[src/rtl/uart_tx.sv]
// UART transmitter: start bit, DATA_BITS data bits LSB first, optional parity, 1-2 stop bits.
// state  | meaning
// IDLE   | line high, ready for a word
// START  | start bit (line low)
// DATA   | shifting data bits, LSB first
// PARITY | parity bit (only when PARITY != 0)
// STOP   | stop bit(s), line high
module uart_tx #(
    parameter int DATA_BITS = 8,
    parameter int CLK_RATE  = 8,
    parameter int BAUD_RATE = 1,
    parameter int PARITY    = 0,
    parameter int STOP_BITS = 1
) (
    input  logic                 clk,
    input  logic                 reset,
    input  logic [DATA_BITS-1:0] data,
    input  logic                 data_valid,
    output logic                 ready,
    output logic                 outgoing_data,
    output logic                 tx_done
);

    localparam int CLK_PER_BIT = CLK_RATE / BAUD_RATE;
    localparam int CNT_W       = $clog2(CLK_PER_BIT + 1);
    localparam int IDX_W       = $clog2(DATA_BITS + 1);

    localparam logic [CNT_W-1:0] CNT_LAST  = CNT_W'(CLK_PER_BIT - 1);
    localparam logic [IDX_W-1:0] DATA_LAST = IDX_W'(DATA_BITS - 1);
    localparam logic [IDX_W-1:0] STOP_LAST = IDX_W'(STOP_BITS - 1);

    if (CLK_PER_BIT < 1) begin : g_bad_clk_per_bit
        $error("uart_tx: CLK_RATE/BAUD_RATE must be at least 1");
    end
    if (PARITY < 0 || PARITY > 2) begin : g_bad_parity
        $error("uart_tx: PARITY must be 0, 1 or 2");
    end
    if (STOP_BITS != 1 && STOP_BITS != 2) begin : g_bad_stop_bits
        $error("uart_tx: STOP_BITS must be 1 or 2");
    end
    if (DATA_BITS < 5 || DATA_BITS > 9) begin : g_bad_data_bits
        $error("uart_tx: DATA_BITS must be 5..9");
    end

    typedef enum logic [2:0] {
        S_IDLE,
        S_START,
        S_DATA,
        S_PARITY,
        S_STOP
    } state_t;

    state_t               state;
    state_t               state_nxt;
    logic [CNT_W-1:0]     baud_cnt;
    logic [IDX_W-1:0]     bit_idx;
    logic [DATA_BITS-1:0] shift;
    logic                 parity_bit;
    logic                 baud_tick;
    logic                 line_nxt;
    logic                 done_nxt;

    assign baud_tick = (baud_cnt == CNT_LAST);

    always_ff @(posedge clk or posedge reset) begin
        if (reset) begin
            state <= S_IDLE;
        end else begin
            state <= state_nxt;
        end
    end

    always_comb begin
        state_nxt = state;
        case (state)
            S_IDLE: begin
                if (data_valid) begin
                    state_nxt = S_START;
                end
            end
            S_START: begin
                if (baud_tick) begin
                    state_nxt = S_DATA;
                end
            end
            S_DATA: begin
                if (baud_tick && bit_idx == DATA_LAST) begin
                    state_nxt = (PARITY != 0) ? S_PARITY : S_STOP;
                end
            end
            S_PARITY: begin
                if (baud_tick) begin
                    state_nxt = S_STOP;
                end
            end
            S_STOP: begin
                if (baud_tick && bit_idx == STOP_LAST) begin
                    state_nxt = S_IDLE;
                end
            end
            default: state_nxt = S_IDLE;
        endcase
    end

    // Line value is chosen from the state being entered so the pin register changes on the same edge.
    always_comb begin
        ready    = (state == S_IDLE);
        done_nxt = (state == S_STOP) && (state_nxt == S_IDLE);
        line_nxt = 1'b1;
        case (state_nxt)
            S_START:  line_nxt = 1'b0;
            S_DATA:   line_nxt = (state == S_DATA && baud_tick) ? shift[1] : shift[0];
            S_PARITY: line_nxt = parity_bit;
            default:  line_nxt = 1'b1;
        endcase
    end

    always_ff @(posedge clk or posedge reset) begin
        if (reset) begin
            baud_cnt      <= '0;
            bit_idx       <= '0;
            shift         <= '0;
            parity_bit    <= 1'b0;
            outgoing_data <= 1'b1;
            tx_done       <= 1'b0;
        end else begin
            outgoing_data <= line_nxt;
            tx_done       <= done_nxt;
            if (state == S_IDLE) begin
                baud_cnt <= '0;
                bit_idx  <= '0;
                if (data_valid) begin
                    shift      <= data;
                    parity_bit <= (PARITY == 1) ? ~^data : ^data;
                end
            end else if (baud_tick) begin
                baud_cnt <= '0;
                if (state != state_nxt) begin
                    bit_idx <= '0;
                end else begin
                    bit_idx <= bit_idx + 1'b1;
                end
                if (state == S_DATA) begin
                    shift <= shift >> 1;
                end
            end else begin
                baud_cnt <= baud_cnt + 1'b1;
            end
        end
    end

endmodule

[config.mk]
export PLATFORM = sky130hd
export DESIGN_NAME = uart_tx
export DESIGN_NICKNAME = d
export VERILOG_FILES = /design/src/rtl/uart_tx.sv
export SDC_FILE = /design/constraint.sdc
export NUM_CORES = 1
export LEC_CHECK = 0
export ABC_CLOCK_PERIOD_IN_PS = 1700
export BUFFER_PORTS_ARGS = -buffer_cell sky130_fd_sc_hd__buf_2
export CORE_MARGIN = 5
export CORE_UTILIZATION = 30
export DETAILED_ROUTE_END_ITERATION = 16
export PLACE_DENSITY = 0.44
export SYNTH_ARGS = -nofsm -noshare
export SYNTH_HDL_FRONTEND = slang
export SYNTH_SLANG_ARGS = --single-unit
[constraint.sdc]
create_clock -name clk -period 1.7 [get_ports clk]
set_input_delay 0.17 -clock clk [delete_from_list [all_inputs] [get_ports clk]]
set_output_delay 0.17 -clock clk [all_outputs]
set_load 0.02 [all_outputs]
Word-level counts from Yosys, hierarchy flattened
Index checks and enable logic that the tools add are counted.
Widths: inputs -> output; s select.
{"block": "word_totals", "out_inout_bits": 3, "regBits": 22, "wordCells": 49}
{"block": "classes", "addsub": 2, "muxes": 17, "n_eq_ne": 11, "n_reduce_logical": 12}
{"cell": "$mux 8", "count": 4}
{"cell": "$mux 4", "count": 5}
{"cell": "$mux 3", "count": 5}
{"cell": "$pmux 3 s5", "count": 1}
{"cell": "$eq 3x2->1 const B", "count": 4}
{"cell": "$add 4x1->4 const B", "count": 2}
{"cell": "$eq 4x3->1 const B", "count": 2}
{"cell": "$reduce_xor 8->1", "count": 1}
{"cell": "$eq 3x1->1 const B", "count": 2}
{"cell": "$logic_not 3->1", "count": 2}
{"cell": "$logic_and 1x1->1", "count": 4}
{"cell": "$logic_not 4->1", "count": 1}
{"cell": "$reduce_bool 2->1", "count": 2}
{"cell": "$eq 3x3->1 const B", "count": 1}
{"cell": "$ne 3x3->1", "count": 1}
{"cell": "$pmux 1 s3", "count": 1}
{"cell": "$reduce_and 3->1", "count": 1}
{"cell": "$ne 2x2->1 const B", "count": 1}
{"cell": "$reduce_and 2->1", "count": 1}
{"cell": "$mux 1", "count": 1}

Logic depth before layout (Yosys ltp)
Gate-level depths: netlist of run 1.
{"block": "logic_depth", "depth_word": 8, "mapped_depth": 6, "depth_no_buf": 5}

Worst setup path before layout of run 1
OpenSTA, ideal clock, no wires.
{"block": "synth_timing", "path_type": "register to register", "start": "register baud_cnt[0]", "end": "register bit_idx[2]", "setup_slack_ps": 225, "required_time_ps": 1622, "path_stages_with_launch": 7, "synth_period_minus_slack_ps": 1475, "t_arrival_ps": 1396, "path_buffers": 1, "setup_time_ps": 78, "path_cell_list": "dfrtp_1 > ha_1 > and3b_1 > buf_6 > o21ai_0 > nand4_1 > a21oi_1"}
{"block": "synth_between", "elab_chain_len": 8, "word_cells_on_any_way": 13, "classes_between": "eq/ne (2); mux (8); reduce/logical (3)"}
{"element": "start, declared", "line": "55", "rtl": "logic [CNT_W-1:0] baud_cnt;"}
{"element": "start signal, assigned", "line": "147", "rtl": "baud_cnt <= baud_cnt + 1'b1;"}
{"element": "$eq 4x3->1 (*)", "line": "63", "rtl": "assign baud_tick = (baud_cnt == CNT_LAST);"}
{"element": "$logic_and 1x1->1, on equally long branches", "line": "97, 87"}
{"element": "$mux 3, on equally long branches", "line": "97, 87"}
{"element": "$pmux 3 s5", "line": "75", "rtl": "case (state)"}
{"element": "$ne 3x3->1", "line": "138", "rtl": "if (state != state_nxt) begin"}
{"element": "$mux 4", "line": "138"}
{"element": "$mux 4", "line": "136", "rtl": "end else if (baud_tick) begin"}
{"element": "$mux 4", "line": "129", "rtl": "if (state == S_IDLE) begin"}
{"element": "end signal, assigned", "line": "141", "rtl": "bit_idx <= bit_idx + 1'b1;"}
{"element": "end, declared", "line": "56", "rtl": "logic [IDX_W-1:0] bit_idx;"}
Mark *: on every way between the ends. The rest lies on a longest branch, timed or not. The select of a mux whose other input is x is not followed.
A chain may end at the register's enable or synchronous reset.

Final worst setup path of run 1
{"block": "layout_timing", "start": "register state[2]", "end": "output port ready"}
{"block": "layout_between", "elab_chain_len": 1}
{"element": "start, declared", "line": "53", "rtl": "state_t state;"}
{"element": "start signal, assigned", "line": "69", "rtl": "state <= state_nxt;"}
{"element": "$logic_not 3->1", "line": "107", "rtl": "ready = (state == S_IDLE);"}
{"element": "end, declared", "line": "19", "rtl": "output logic ready,"}
Every way passes these cells.

==> impl_metrics.prom, run 1 <==
# TYPE chip_impl_metric gauge
chip_impl_metric{name="comb_power_share",unit=""} 0.349
chip_impl_metric{name="number_of_register_bits_inferred_by_synthesis",unit=""} 22
chip_impl_metric{name="timing.final.crit_share",unit=""} 0.940
chip_impl_metric{name="period_minus_slack",unit="ns"} 1.60
chip_impl_metric{name="yosys_warning_count",unit=""} 0
chip_impl_metric{name="rows",unit=""} 23
chip_impl_metric{name="drt_iter0_markers",unit=""} 47
chip_impl_metric{name="report.final.hold_viol_count",unit=""} 0
chip_impl_metric{name="setup_viol",unit=""} 0
chip_impl_metric{name="num_vias",unit=""} 905
chip_impl_info{name="synth_largest_area_cell",value="dfrtp_1"} 1
chip_impl_info{name="tritoncts",value="done"} 1
chip_impl_metric{name="slew_headroom",unit=""} 0.638
chip_impl_metric{name="fp.dieArea",unit="mm2"} 0.00538
chip_impl_metric{name="die_w",unit="um"} 73.4
chip_impl_metric{name="worst-r2r-cell-count",unit=""} 5
chip_impl_metric{name="first_global_vias",unit=""} 938
chip_impl_metric{name="ys_types",unit=""} 35
chip_impl_metric{name="clock_transition_at_the_registers_of_the_reported_paths",unit="ns"} 0.09
chip_impl_metric{name="dp_hpwl",unit="um"} 1810
chip_impl_metric{name="clock_power_share",unit=""} 0.237
chip_impl_info{name="timing.hold.worst_endpoint",value="parity_bit$_DFFE_PP0P_"} 1
chip_impl_metric{name="grtUsageTotal",unit=""} 0.0993
chip_impl_metric{name="pwr-share-seq",unit=""} 0.415
chip_impl_metric{name="drt.antenna.violating_nets",unit=""} 0
chip_impl_info{name="hold_path_class",value="input port to flip-flop"} 1
chip_impl_info{name="crit-reg2reg-capture",value="state[2]$_DFF_PP0_"} 1
chip_impl_metric{name="timing_max_transition_violations_final",unit=""} 0
chip_impl_info{name="synth.top_cells.by_area",value="dfrtp_1 (44%), mux2i_1 (6.6%), xnor2_1 (5.8%)"} 1
chip_impl_metric{name="clk-insertion-delay-late",unit="ns"} 0.26
chip_impl_metric{name="grt_max_degree",unit=""} 17
chip_impl_info{name="clockRootBuffer",value="clkbuf_8"} 1
chip_impl_metric{name="mappedNetlistNets",unit=""} 135
chip_impl_metric{name="irDropWorstVdd",unit="uV"} 657
chip_impl_metric{name="overflow",unit=""} 0
chip_impl_info{name="yosys.cell_count.top_type",value="dfrtp_1"} 1
chip_impl_metric{name="critical_path.max_fanout",unit=""} 10
chip_impl_metric{name="routed_wl",unit="um"} 2360
chip_impl_metric{name="ios",unit=""} 14
chip_impl_metric{name="net-switching-power",unit="mW"} 0.724
chip_impl_metric{name="synthCells",unit=""} 121
chip_impl_metric{name="drv.max_cap_violation_count",unit=""} 0
chip_impl_metric{name="gpl.final_weighted_congestion",unit=""} 0.720
chip_impl_metric{name="leak",unit="nW"} 0.619
chip_impl_metric{name="worst_path_arrival",unit="ns"} 1.43
chip_impl_metric{name="finalSetupTns",unit="ns"} 0
chip_impl_metric{name="cts_made_buffers",unit=""} 3
chip_impl_metric{name="post_drt_via_cell_ratio",unit=""} 4.79
chip_impl_metric{name="layout-area-overhead-vs-synth",unit="%"} 17.5
chip_impl_metric{name="synth.top_cell.area_share",unit=""} 0.436
chip_impl_metric{name="yosysSeqAreaShare",unit=""} 0.458
chip_impl_metric{name="finalNetCount",unit=""} 154
chip_impl_metric{name="count_of_flip_flops_with_a_built_in_enable_after_synthesis",unit=""} 0
chip_impl_metric{name="drc",unit=""} 0
chip_impl_metric{name="internal_power_contribution",unit="mW"} 1.36
chip_impl_metric{name="antenna-diode-count",unit=""} 0
chip_impl_metric{name="post_route_cells_drive_above_1_share",unit=""} 0.237
chip_impl_metric{name="wire_length_of_the_first_global_routing_pass",unit="um"} 4240
chip_impl_metric{name="cp.required",unit="ns"} 1.53
chip_impl_info{name="grt_setup_unrepaired",value="no"} 1
chip_impl_info{name="outcome",value="finished clean"} 1
chip_impl_metric{name="clockBufferDepth",unit=""} 2
chip_impl_info{name="synthFlopType",value="dfrtp_1"} 1
chip_impl_metric{name="async_flop_share",unit=""} 1.00
chip_impl_metric{name="fp.dieH",unit="um"} 73.4
chip_impl_info{name="critical_path.endpoint_type",value="output pin"} 1
chip_impl_metric{name="initial_core_util",unit=""} 0.306
chip_impl_metric{name="r2r_setup_slack",unit="ns"} 0.10
chip_impl_metric{name="syn_area",unit="mm2"} 0.00120
chip_impl_metric{name="clock.fmax",unit="MHz"} 626
chip_impl_metric{name="min_path_cells",unit=""} 2
chip_impl_metric{name="port_buffers",unit=""} 13
chip_impl_metric{name="htree_levels",unit=""} 1
chip_impl_info{name="worstHoldStart",value="data_valid"} 1
chip_impl_info{name="worst_setup_path_start_kind",value="flip-flop"} 1
chip_impl_metric{name="grt_antenna_before_repair",unit=""} 0
chip_impl_metric{name="finish.utilization",unit=""} 0.359
chip_impl_metric{name="number_of_sinks_on_the_clock_net",unit=""} 22
chip_impl_metric{name="pwr_density_cell",unit="mW/mm2"} 1470
chip_impl_info{name="synth.top_cells.by_count",value="dfrtp_1 (21), nand2_1 (14), nor2_1 (9), o21ai_0 (9)"} 1
chip_impl_metric{name="timing_worst_slew_pin_value",unit="ns"} 0.542
chip_impl_metric{name="wire_per_inst",unit="um"} 12.5
chip_impl_info{name="r2r-start",value="baud_cnt[0]$_DFF_PP0_"} 1
chip_impl_metric{name="detail_route.first_pass.iterations",unit=""} 4
chip_impl_metric{name="power.switching_fraction",unit=""} 0.348
chip_impl_metric{name="finalClockSkew",unit="ns"} 0.00575
chip_impl_metric{name="synth.avg_cell_area",unit="um2"} 9.96
chip_impl_metric{name="cts.repair_timing.setup_buffer_count",unit=""} 0
chip_impl_metric{name="core",unit="mm2"} 0.00394
chip_impl_info{name="criticalPathCategory",value="flip-flop to output pin"} 1
worst max-delay path by stage:
stage	from	cells after the start	to
2_1_floorplan	baud_cnt[0]$_DFF_PP0_	6	bit_idx[2]$_DFFE_PP0P_
3_3_place_gp	baud_cnt[0]$_DFF_PP0_	5	state[2]$_DFF_PP0_
3_5_place_dp	baud_cnt[0]$_DFF_PP0_	5	state[2]$_DFF_PP0_
4_1_cts	baud_cnt[0]$_DFF_PP0_	5	state[2]$_DFF_PP0_
5_1_grt	state[2]$_DFF_PP0_	3	ready
6_report	state[2]$_DFF_PP0_	3	ready
per-stage QoR:
stage | setup slack (ns) | power [mW] | hold slack (ns) | instance area (um2) | cells
CTS | 0.0749 | 2.11 | 0.152 | 1410 | 189
global route | 0.000613 | 2.26 | 0.170 | 1420 | 189
floorplan | 0.225 | 1.43 | 0.158 | 1200 | 121
detailed placement | 0.0809 | 1.60 | 0.239 | 1330 | 184
global placement | 0.160 | 1.60 | 0.243 | 1330 | 184
finish | 0.102 | 2.08 | 0.163 | 1420 | 189
kinds of logic after synthesis:
group | share of synthesized area
simple gates | 0.181
compound gates | 0.149
flops | 0.458
buf+inv | 0.0498
xor+xnor | 0.0654
mux | 0.0665
fa+ha+maj | 0.0312
cell type report:
| class | instances | area, um2 |
|---|---|---|
| Fill cell | 404 | 2530 |
| Multi-Input combinational cell | 89 | 596 |
| Sequential cell | 22 | 552 |
| Timing Repair Buffer | 20 | 120 |
| Tap cell | 50 | 62.6 |
| Clock buffer | 3 | 41.3 |
| Clock inverter | 1 | 30.0 |
| Inverter | 4 | 15.0 |
timing repair:
item | 4_1_cts | 5_1_grt
hold endpoints to repair | 12 | 0
setup endpoints to repair | 0 | 2
resized for setup | 0 | 1
hold buffers | 1 | 0
metal layers:
metal,track usage,up-vias,share of wire
li1,-,463,-
met1,0.132,427,0.50
met2,0.158,13,0.46
met3,0.0178,2,0.036
met4,0.0423,0,0.0072
met5,0,-,0
state kept, by name, summed over array words and instances (netlist names):
signal and cells:
baud_cnt 4, bit_idx 4, outgoing_data 1, parity_bit 1, shift 8, state 3, tx_done 1
layout by cell type (no fill, tap or decap), drive strengths merged, types with 2 or more instances in the layout:
| cell type | Yosys | layout |
|---|---|---|
| nand4 | 2 | 2 |
| a21oi | 4 | 4 |
| nand2 | 14 | 14 |
| ha | 3 | 3 |
| buf | 6 | 19 |
| nand3 | 4 | 4 |
| xnor2 | 8 | 8 |
| nor3 | 4 | 4 |
| nor2 | 9 | 9 |
| dfrtp | 21 | 21 |
| clkbuf | 0 | 3 |
| mux2i | 8 | 8 |
| inv | 4 | 4 |
| o21ai | 14 | 14 |
| a31oi | 2 | 2 |
| nor2b | 2 | 2 |
| and3b | 3 | 3 |
power by group through the flow:
stage	logic (mW)	registers [mW]	clock network [mW]
floorplan	0.605	0.827	0
global route	0.829	0.900	0.528
finish	0.727	0.863	0.493
CTS	0.738	0.865	0.509
global placement	0.721	0.876	0
detailed placement	0.728	0.877	0
critical path: stages (launching register included):
cell	delay (ns)
dfrtp_1	0.49
nor3_2	0.28
buf_4	0.21
buf_2	0.18
No activity file was read; power rests on OpenSTA's default activity.
==> run 2: changes to the inputs <==
Settings changed: CORE_UTILIZATION 30 to 56, PLACE_DENSITY 0.44 to 0.8.
==> run 2 against run 1 <==
Sequential share of layout area up 1.4 points. Die area down 41%. Clock power down 17%. Critical path depth up 2. Via count up 1.8%. Utilization up 33 points. Final cell count down 12%. Maximum frequency down 1.6%. Design area down 3.1%. Register-to-register slack worse by 0.03 ns. Wire length up 0.21%. Largest power group unchanged.
==> impl_metrics.prom, run 2 (same netlist as run 1, synthesis figures left out) <==
# TYPE chip_impl_metric gauge
chip_impl_info{name="outcome",value="finished clean"} 1
chip_impl_metric{name="timing_worst_slew_pin_value",unit="ns"} 0.351
chip_impl_metric{name="drc",unit=""} 0
chip_impl_info{name="max_flop_register",value="shift"} 1
chip_impl_metric{name="slew_headroom",unit=""} 0.766
chip_impl_metric{name="grtUsageTotal",unit=""} 0.159
chip_impl_metric{name="fin_total_pwr",unit="mW"} 2.04
chip_impl_metric{name="fin_hold_ws",unit="ns"} 0.0664
chip_impl_metric{name="pwr-share-seq",unit=""} 0.429
chip_impl_metric{name="ios",unit=""} 14
chip_impl_metric{name="die_w",unit="um"} 56.4
chip_impl_metric{name="cp.required",unit="ns"} 1.89
chip_impl_metric{name="gpl.final_weighted_congestion",unit=""} 0.813
chip_impl_metric{name="htree_levels",unit=""} 1
chip_impl_metric{name="r2r_setup_slack",unit="ns"} 0.08
chip_impl_metric{name="irDropWorstVdd",unit="uV"} 790
chip_impl_metric{name="comb_power_share",unit=""} 0.371
chip_impl_metric{name="number_of_sinks_on_the_clock_net",unit=""} 22
chip_impl_metric{name="timing.critical_path.slowest_cell_delay",unit="ns"} 0.53
chip_impl_metric{name="min_path_cells",unit=""} 2
chip_impl_metric{name="period_minus_slack",unit="ns"} 1.62
chip_impl_metric{name="antenna-diode-count",unit=""} 0
chip_impl_info{name="worstHoldStart",value="data_valid"} 1
chip_impl_metric{name="clock.fmax",unit="MHz"} 616
chip_impl_metric{name="timing.final.crit_share",unit=""} 0.955
chip_impl_metric{name="post_drt_via_cell_ratio",unit=""} 5.55
chip_impl_info{name="hold_path_class",value="input port to flip-flop"} 1
chip_impl_metric{name="drt.antenna.violating_nets",unit=""} 0
chip_impl_metric{name="fp.dieH",unit="um"} 56.4
chip_impl_metric{name="detail_route.first_pass.iterations",unit=""} 4
chip_impl_metric{name="report.final.hold_viol_count",unit=""} 0
chip_impl_metric{name="fp.dieArea",unit="mm2"} 0.00318
chip_impl_metric{name="worst_path_arrival",unit="ns"} 1.82
chip_impl_metric{name="num_vias",unit=""} 921
chip_impl_metric{name="drv.max_cap_violation_count",unit=""} 0
chip_impl_metric{name="setup_viol",unit=""} 0
chip_impl_info{name="r2r-start",value="baud_cnt[0]$_DFF_PP0_"} 1
chip_impl_metric{name="met3_length",unit="um"} 93
chip_impl_metric{name="rows",unit=""} 16
chip_impl_metric{name="clockBufferDepth",unit=""} 2
chip_impl_metric{name="finalSetupTns",unit="ns"} 0
chip_impl_metric{name="drt_iter0_markers",unit=""} 21
chip_impl_metric{name="clk-insertion-delay-late",unit="ns"} 0.33
chip_impl_metric{name="worst_slack",unit="ns"} 0.0759
chip_impl_metric{name="pwr_density_cell",unit="mW/mm2"} 1490
chip_impl_info{name="most-common-layout-cells",value="dfrtp_1 (19), nand2_1 (14), buf_2 (13)"} 1
chip_impl_metric{name="initial_core_util",unit=""} 0.602
chip_impl_metric{name="power.switching_fraction",unit=""} 0.368
chip_impl_metric{name="pre_cts_slack",unit="ns"} 0.0732
chip_impl_info{name="largestRegisters",value="shift x8, baud_cnt x4, bit_idx x4"} 1
chip_impl_info{name="clockRootBuffer",value="clkbuf_4"} 1
chip_impl_metric{name="wire_length_of_the_first_global_routing_pass",unit="um"} 4000
chip_impl_metric{name="dp_hpwl",unit="um"} 1720
chip_impl_metric{name="layout-area-overhead-vs-synth",unit="%"} 13.9
chip_impl_info{name="timing.hold.worst_endpoint",value="parity_bit$_DFFE_PP0P_"} 1
chip_impl_info{name="criticalPathCategory",value="flip-flop to flip-flop"} 1
chip_impl_metric{name="leak",unit="nW"} 0.609
chip_impl_metric{name="finalNetCount",unit=""} 154
chip_impl_info{name="crit_slowest_cell",value="or4b_1"} 1
chip_impl_metric{name="critPathBufInv",unit=""} 0
chip_impl_info{name="tritoncts",value="done"} 1
chip_impl_metric{name="core",unit="mm2"} 0.00200
chip_impl_metric{name="overflow",unit=""} 0
chip_impl_metric{name="wire_per_inst",unit="um"} 14.2
chip_impl_info{name="worst_setup_path_start_kind",value="flip-flop"} 1
chip_impl_info{name="critical_path.endpoint_type",value="flip-flop"} 1
chip_impl_metric{name="clock_transition_at_the_registers_of_the_reported_paths",unit="ns"} 0.13
chip_impl_metric{name="port_buffers",unit=""} 13
chip_impl_metric{name="largest_register_ff_count",unit=""} 8
chip_impl_info{name="most_common_cell_after_layout_fill_and_taps_aside",value="dfrtp_1"} 1
chip_impl_metric{name="net-switching-power",unit="mW"} 0.752
chip_impl_metric{name="first_global_vias",unit=""} 901
chip_impl_info{name="critical_path.top_delay_family",value="simple AND/OR/NAND/NOR gates"} 1
chip_impl_metric{name="timing_max_transition_violations_final",unit=""} 0
chip_impl_metric{name="post_route_cells_drive_above_1_share",unit=""} 0.259
chip_impl_metric{name="dr_wl_met2",unit="um"} 1110
chip_impl_metric{name="grt_antenna_before_repair",unit=""} 0
chip_impl_metric{name="clock_power_share",unit=""} 0.200
chip_impl_metric{name="routed_wl",unit="um"} 2360
chip_impl_metric{name="critical_path.max_fanout",unit=""} 4
chip_impl_info{name="timing.critical_path.cells",value="ha_2 -> nand3b_1 -> or4b_1 -> nand3_1 -> o21ai_0"} 1
chip_impl_metric{name="worst-r2r-cell-count",unit=""} 5
chip_impl_info{name="topRoutingLayerUsed",value="met4"} 1
chip_impl_metric{name="internal_power_contribution",unit="mW"} 1.29
chip_impl_info{name="crit-reg2reg-capture",value="state[2]$_DFF_PP0_"} 1
chip_impl_metric{name="grt_max_degree",unit=""} 17
chip_impl_metric{name="finalClockSkew",unit="ns"} 0.0163
chip_impl_metric{name="cts_made_buffers",unit=""} 3
chip_impl_metric{name="route.layer.met1.wl",unit="um"} 1100
## run 2: cell counts in the layout (fill, tap and decap cells not counted)
No cell type changed its count.
## run 2: layer usage
metal,GRT usage,vias to the layer above
met5,0,-
met4,0.0712,0
li1,-,459
met1,0.200,441
met2,0.260,16
met3,0.0321,5
## run 2: power by group through the flow
stage          clock, mW  sequential, mW  combinational (mW)
5_1_grt            0.442           0.898               0.855
3_5_place_dp           0           0.884               0.730
4_1_cts            0.404           0.872               0.738
6_report           0.410           0.877               0.758
2_1_floorplan          0           0.827               0.605
3_3_place_gp           0           0.863               0.699
## run 2: how the worst max path moves through the flow
stage	cells after the start	to	startpoint
floorplan	6	bit_idx[2]$_DFFE_PP0P_	baud_cnt[0]$_DFF_PP0_
CTS	5	state[2]$_DFF_PP0_	baud_cnt[0]$_DFF_PP0_
detailed placement	5	state[2]$_DFF_PP0_	baud_cnt[0]$_DFF_PP0_
global placement	5	state[2]$_DFF_PP0_	baud_cnt[0]$_DFF_PP0_
finish	5	state[2]$_DFF_PP0_	baud_cnt[0]$_DFF_PP0_
global route	3	ready	state[2]$_DFF_PP0_
## run 2: worst register-to-register path, delay by kind of cell, from the launching register on
kind / cells / cell delay, ns
compound gates: 1 / 0.09
simple gates: 3 / 0.78
flops: 1 / 0.40
fa+ha+maj: 1 / 0.24
## run 2: area by class of cell
| class | count | area (um2) |
|---|---|---|
| fill | 156 | 629 |
| tap | 27 | 33.8 |
| multi-input combinational | 89 | 597 |
| timing repair buffer | 20 | 120 |
| clock buffer | 3 | 22.5 |
| clock inverter | 1 | 30.0 |
| inverter | 4 | 15.0 |
| sequential | 22 | 554 |
## run 2: stage by stage
stage | util | area [um2] | std cells
after floorplan | - | 1200 | 121
after global placement | 0.648 | 1300 | 160
after detailed placement | 0.648 | 1300 | 160
after CTS | 0.679 | 1360 | 165
after global routing | 0.686 | 1370 | 166
final | 0.686 | 1370 | 166
## run 2: timing repair
action	in CTS	in global routing
resized for setup	0	4
setup endpoints to repair	0	5
endpoints found under the hold margin	8	0
hold buffers	1	0
buffers inserted	0	1
==> run 3: changes to the inputs <==
Settings changed: REMOVE_ABC_BUFFERS from default to 1.
==> run 3 against run 2 <==
Via count grew 5.6%. Worst hold slack better by 0.032 ns. Maximum frequency shrank 0.80%. Wire length rose by 3.8%. Critical endpoint unchanged. Largest power group unchanged. Highest routed layer unchanged.
==> impl_metrics.prom, run 3 (same netlist as run 1, synthesis figures left out) <==
# TYPE chip_impl_metric gauge
chip_impl_info{name="outcome",value="finished clean"} 1
chip_impl_info{name="tritoncts",value="done"} 1
chip_impl_info{name="criticalPathCategory",value="flip-flop to flip-flop"} 1
chip_impl_metric{name="r2r_setup_slack",unit="ns"} 0.06
chip_impl_metric{name="ios",unit=""} 14
chip_impl_metric{name="worst_slack",unit="ns"} 0.0628
chip_impl_metric{name="number_of_sinks_on_the_clock_net",unit=""} 22
chip_impl_metric{name="leak",unit="nW"} 0.609
chip_impl_metric{name="cts_made_buffers",unit=""} 3
chip_impl_metric{name="cp.required",unit="ns"} 1.88
chip_impl_metric{name="clock_transition_at_the_registers_of_the_reported_paths",unit="ns"} 0.13
chip_impl_metric{name="slew_headroom",unit=""} 0.781
chip_impl_metric{name="pre_cts_slack",unit="ns"} 0.0838
chip_impl_metric{name="routed_wl",unit="um"} 2450
chip_impl_info{name="largestRegisters",value="shift x8, baud_cnt x4, bit_idx x4"} 1
chip_impl_metric{name="grt_max_degree",unit=""} 23
chip_impl_metric{name="wire_length_of_the_first_global_routing_pass",unit="um"} 4090
chip_impl_metric{name="finalSetupTns",unit="ns"} 0
chip_impl_metric{name="htree_levels",unit=""} 1
chip_impl_metric{name="drt.antenna.violating_nets",unit=""} 0
chip_impl_metric{name="die_w",unit="um"} 56.4
chip_impl_metric{name="worst-r2r-cell-count",unit=""} 5
chip_impl_metric{name="fp.dieArea",unit="mm2"} 0.00318
chip_impl_metric{name="nFillCells",unit=""} 163
chip_impl_metric{name="timing_worst_slew_pin_value",unit="ns"} 0.328
chip_impl_info{name="hold_path_class",value="input port to flip-flop"} 1
chip_impl_metric{name="timing.critical_path.slowest_cell_delay",unit="ns"} 0.54
chip_impl_metric{name="net-switching-power",unit="mW"} 0.733
chip_impl_metric{name="pwr-share-seq",unit=""} 0.450
chip_impl_metric{name="drt_iter0_markers",unit=""} 26
chip_impl_metric{name="timing.final.crit_share",unit=""} 0.963
chip_impl_metric{name="antenna-diode-count",unit=""} 0
chip_impl_metric{name="critPathBufInv",unit=""} 0
chip_impl_metric{name="num_vias",unit=""} 973
chip_impl_metric{name="wire_per_inst",unit="um"} 14.8
chip_impl_metric{name="clk-insertion-delay-late",unit="ns"} 0.31
chip_impl_info{name="clockRootBuffer",value="clkbuf_4"} 1
chip_impl_metric{name="finalClockSkew",unit="ns"} 0.0108
chip_impl_metric{name="fin_total_pwr",unit="mW"} 1.92
chip_impl_metric{name="finish.utilization",unit=""} 0.681
chip_impl_metric{name="drv.max_cap_violation_count",unit=""} 0
chip_impl_metric{name="timing_max_transition_violations_final",unit=""} 0
chip_impl_info{name="worstHoldStart",value="data_valid"} 1
chip_impl_metric{name="report.final.hold_viol_count",unit=""} 0
chip_impl_metric{name="irDropWorstVdd",unit="uV"} 728
chip_impl_metric{name="pwr_density_cell",unit="mW/mm2"} 1410
chip_impl_info{name="worst_setup_path_start_kind",value="flip-flop"} 1
chip_impl_metric{name="fp.dieH",unit="um"} 56.4
chip_impl_metric{name="register_area",unit="um2"} 552
chip_impl_metric{name="rows",unit=""} 16
chip_impl_metric{name="finalNetCount",unit=""} 154
chip_impl_metric{name="critical_path.max_fanout",unit=""} 4
chip_impl_metric{name="clockBufferDepth",unit=""} 2
chip_impl_info{name="r2r-start",value="baud_cnt[0]$_DFF_PP0_"} 1
chip_impl_info{name="critical_path.endpoint_type",value="flip-flop"} 1
chip_impl_metric{name="drc",unit=""} 0
chip_impl_metric{name="overflow",unit=""} 0
chip_impl_metric{name="comb_power_share",unit=""} 0.399
chip_impl_metric{name="multi_input_comb_area",unit="um2"} 593
chip_impl_metric{name="power.switching_fraction",unit=""} 0.381
chip_impl_metric{name="first_global_vias",unit=""} 964
chip_impl_metric{name="gpl.final_weighted_congestion",unit=""} 0.807
chip_impl_metric{name="clock.fmax",unit="MHz"} 611
chip_impl_metric{name="setup_viol",unit=""} 0
chip_impl_info{name="critical_path.top_delay_family",value="simple AND/OR/NAND/NOR gates"} 1
chip_impl_metric{name="period_minus_slack",unit="ns"} 1.64
chip_impl_metric{name="worst_path_arrival",unit="ns"} 1.82
chip_impl_info{name="crit-reg2reg-capture",value="state[2]$_DFF_PP0_"} 1
chip_impl_metric{name="post_drt_via_cell_ratio",unit=""} 5.86
chip_impl_metric{name="clock_power_share",unit=""} 0.151
chip_impl_metric{name="largest_register_ff_count",unit=""} 8
chip_impl_metric{name="port_buffers",unit=""} 13
chip_impl_metric{name="initial_core_util",unit=""} 0.602
chip_impl_metric{name="post_route_cells_drive_above_1_share",unit=""} 0.230
chip_impl_info{name="most-common-layout-cells",value="dfrtp_1 (21), nand2_1 (14), buf_2 (13)"} 1
chip_impl_metric{name="dp_hpwl",unit="um"} 1720
chip_impl_metric{name="grtUsageTotal",unit=""} 0.162
chip_impl_metric{name="layout-area-overhead-vs-synth",unit="%"} 13.1
chip_impl_info{name="timing.critical_path.cells",value="ha_1 -> nand3b_1 -> or4b_1 -> nand3_1 -> o21ai_0"} 1
chip_impl_info{name="timing.hold.worst_endpoint",value="parity_bit$_DFFE_PP0P_"} 1
chip_impl_info{name="crit_slowest_cell",value="or4b_1"} 1
chip_impl_info{name="most_common_cell_after_layout_fill_and_taps_aside",value="dfrtp_1"} 1
chip_impl_metric{name="core",unit="mm2"} 0.00200
chip_impl_metric{name="min_path_cells",unit=""} 2
chip_impl_metric{name="grt_antenna_before_repair",unit=""} 0
chip_impl_metric{name="internal_power_contribution",unit="mW"} 1.19
chip_impl_metric{name="fin_hold_ws",unit="ns"} 0.0980
chip_impl_metric{name="detail_route.first_pass.iterations",unit=""} 6
chip_impl_info{name="max_flop_register",value="shift"} 1
-- run 3: worst max-delay path by stage --
stage	cells past startpoint	end	slack [ns]	from
3_3_place_gp	5	state[2]$_DFF_PP0_	0.12	baud_cnt[0]$_DFF_PP0_
6_report	5	state[2]$_DFF_PP0_	0.06	baud_cnt[0]$_DFF_PP0_
2_1_floorplan	4	bit_idx[2]$_DFFE_PP0P_	-0.38	state[2]$_DFF_PP0_
3_5_place_dp	5	state[2]$_DFF_PP0_	0.08	baud_cnt[0]$_DFF_PP0_
5_1_grt	5	state[2]$_DFF_PP0_	-0.01	baud_cnt[0]$_DFF_PP0_
4_1_cts	5	state[2]$_DFF_PP0_	0.05	baud_cnt[0]$_DFF_PP0_
-- run 3: area by class of cell --
cell class                      count  share of cell area
Clock buffer                        4              0.0266
Sequential cell                    22               0.405
Inverter                            4              0.0110
Tap cell                           27              0.0248
Timing Repair Buffer               20              0.0973
Multi-Input combinational cell     89               0.435
-- run 3: power groups by stage --
stage          registers [mW]  clock network (mW)  logic (mW)
6_report                0.866               0.291       0.767
5_1_grt                 0.893               0.324       0.862
4_1_cts                 0.862               0.298       0.757
3_5_place_dp            0.872                   0       0.748
3_3_place_gp            0.861                   0       0.713
2_1_floorplan           0.851                   0       0.528
-- run 3: routing by layer --
| layer | part of all wire | vias to the layer above | global-route usage |
|---|---|---|---|
| li1 | - | 460 | - |
| met1 | 0.40 | 479 | 0.182 |
| met2 | 0.54 | 27 | 0.297 |
| met3 | 0.046 | 7 | 0.0344 |
| met4 | 0.015 | 0 | 0.0576 |
| met5 | 0 | - | 0 |
-- run 3: metrics by stage --
step           area, um2  cells
3_3_place_gp        1300    159
5_1_grt             1360    166
3_5_place_dp        1300    159
6_report            1360    166
2_1_floorplan       1160    115
4_1_cts             1350    164
-- run 3: what timing repair did --
item,in CTS,in global routing
hold buffers,1,0
gates resized for setup,0,1
setup buffers,0,2
setup endpoints to repair,0,5
hold endpoints to repair,21,0
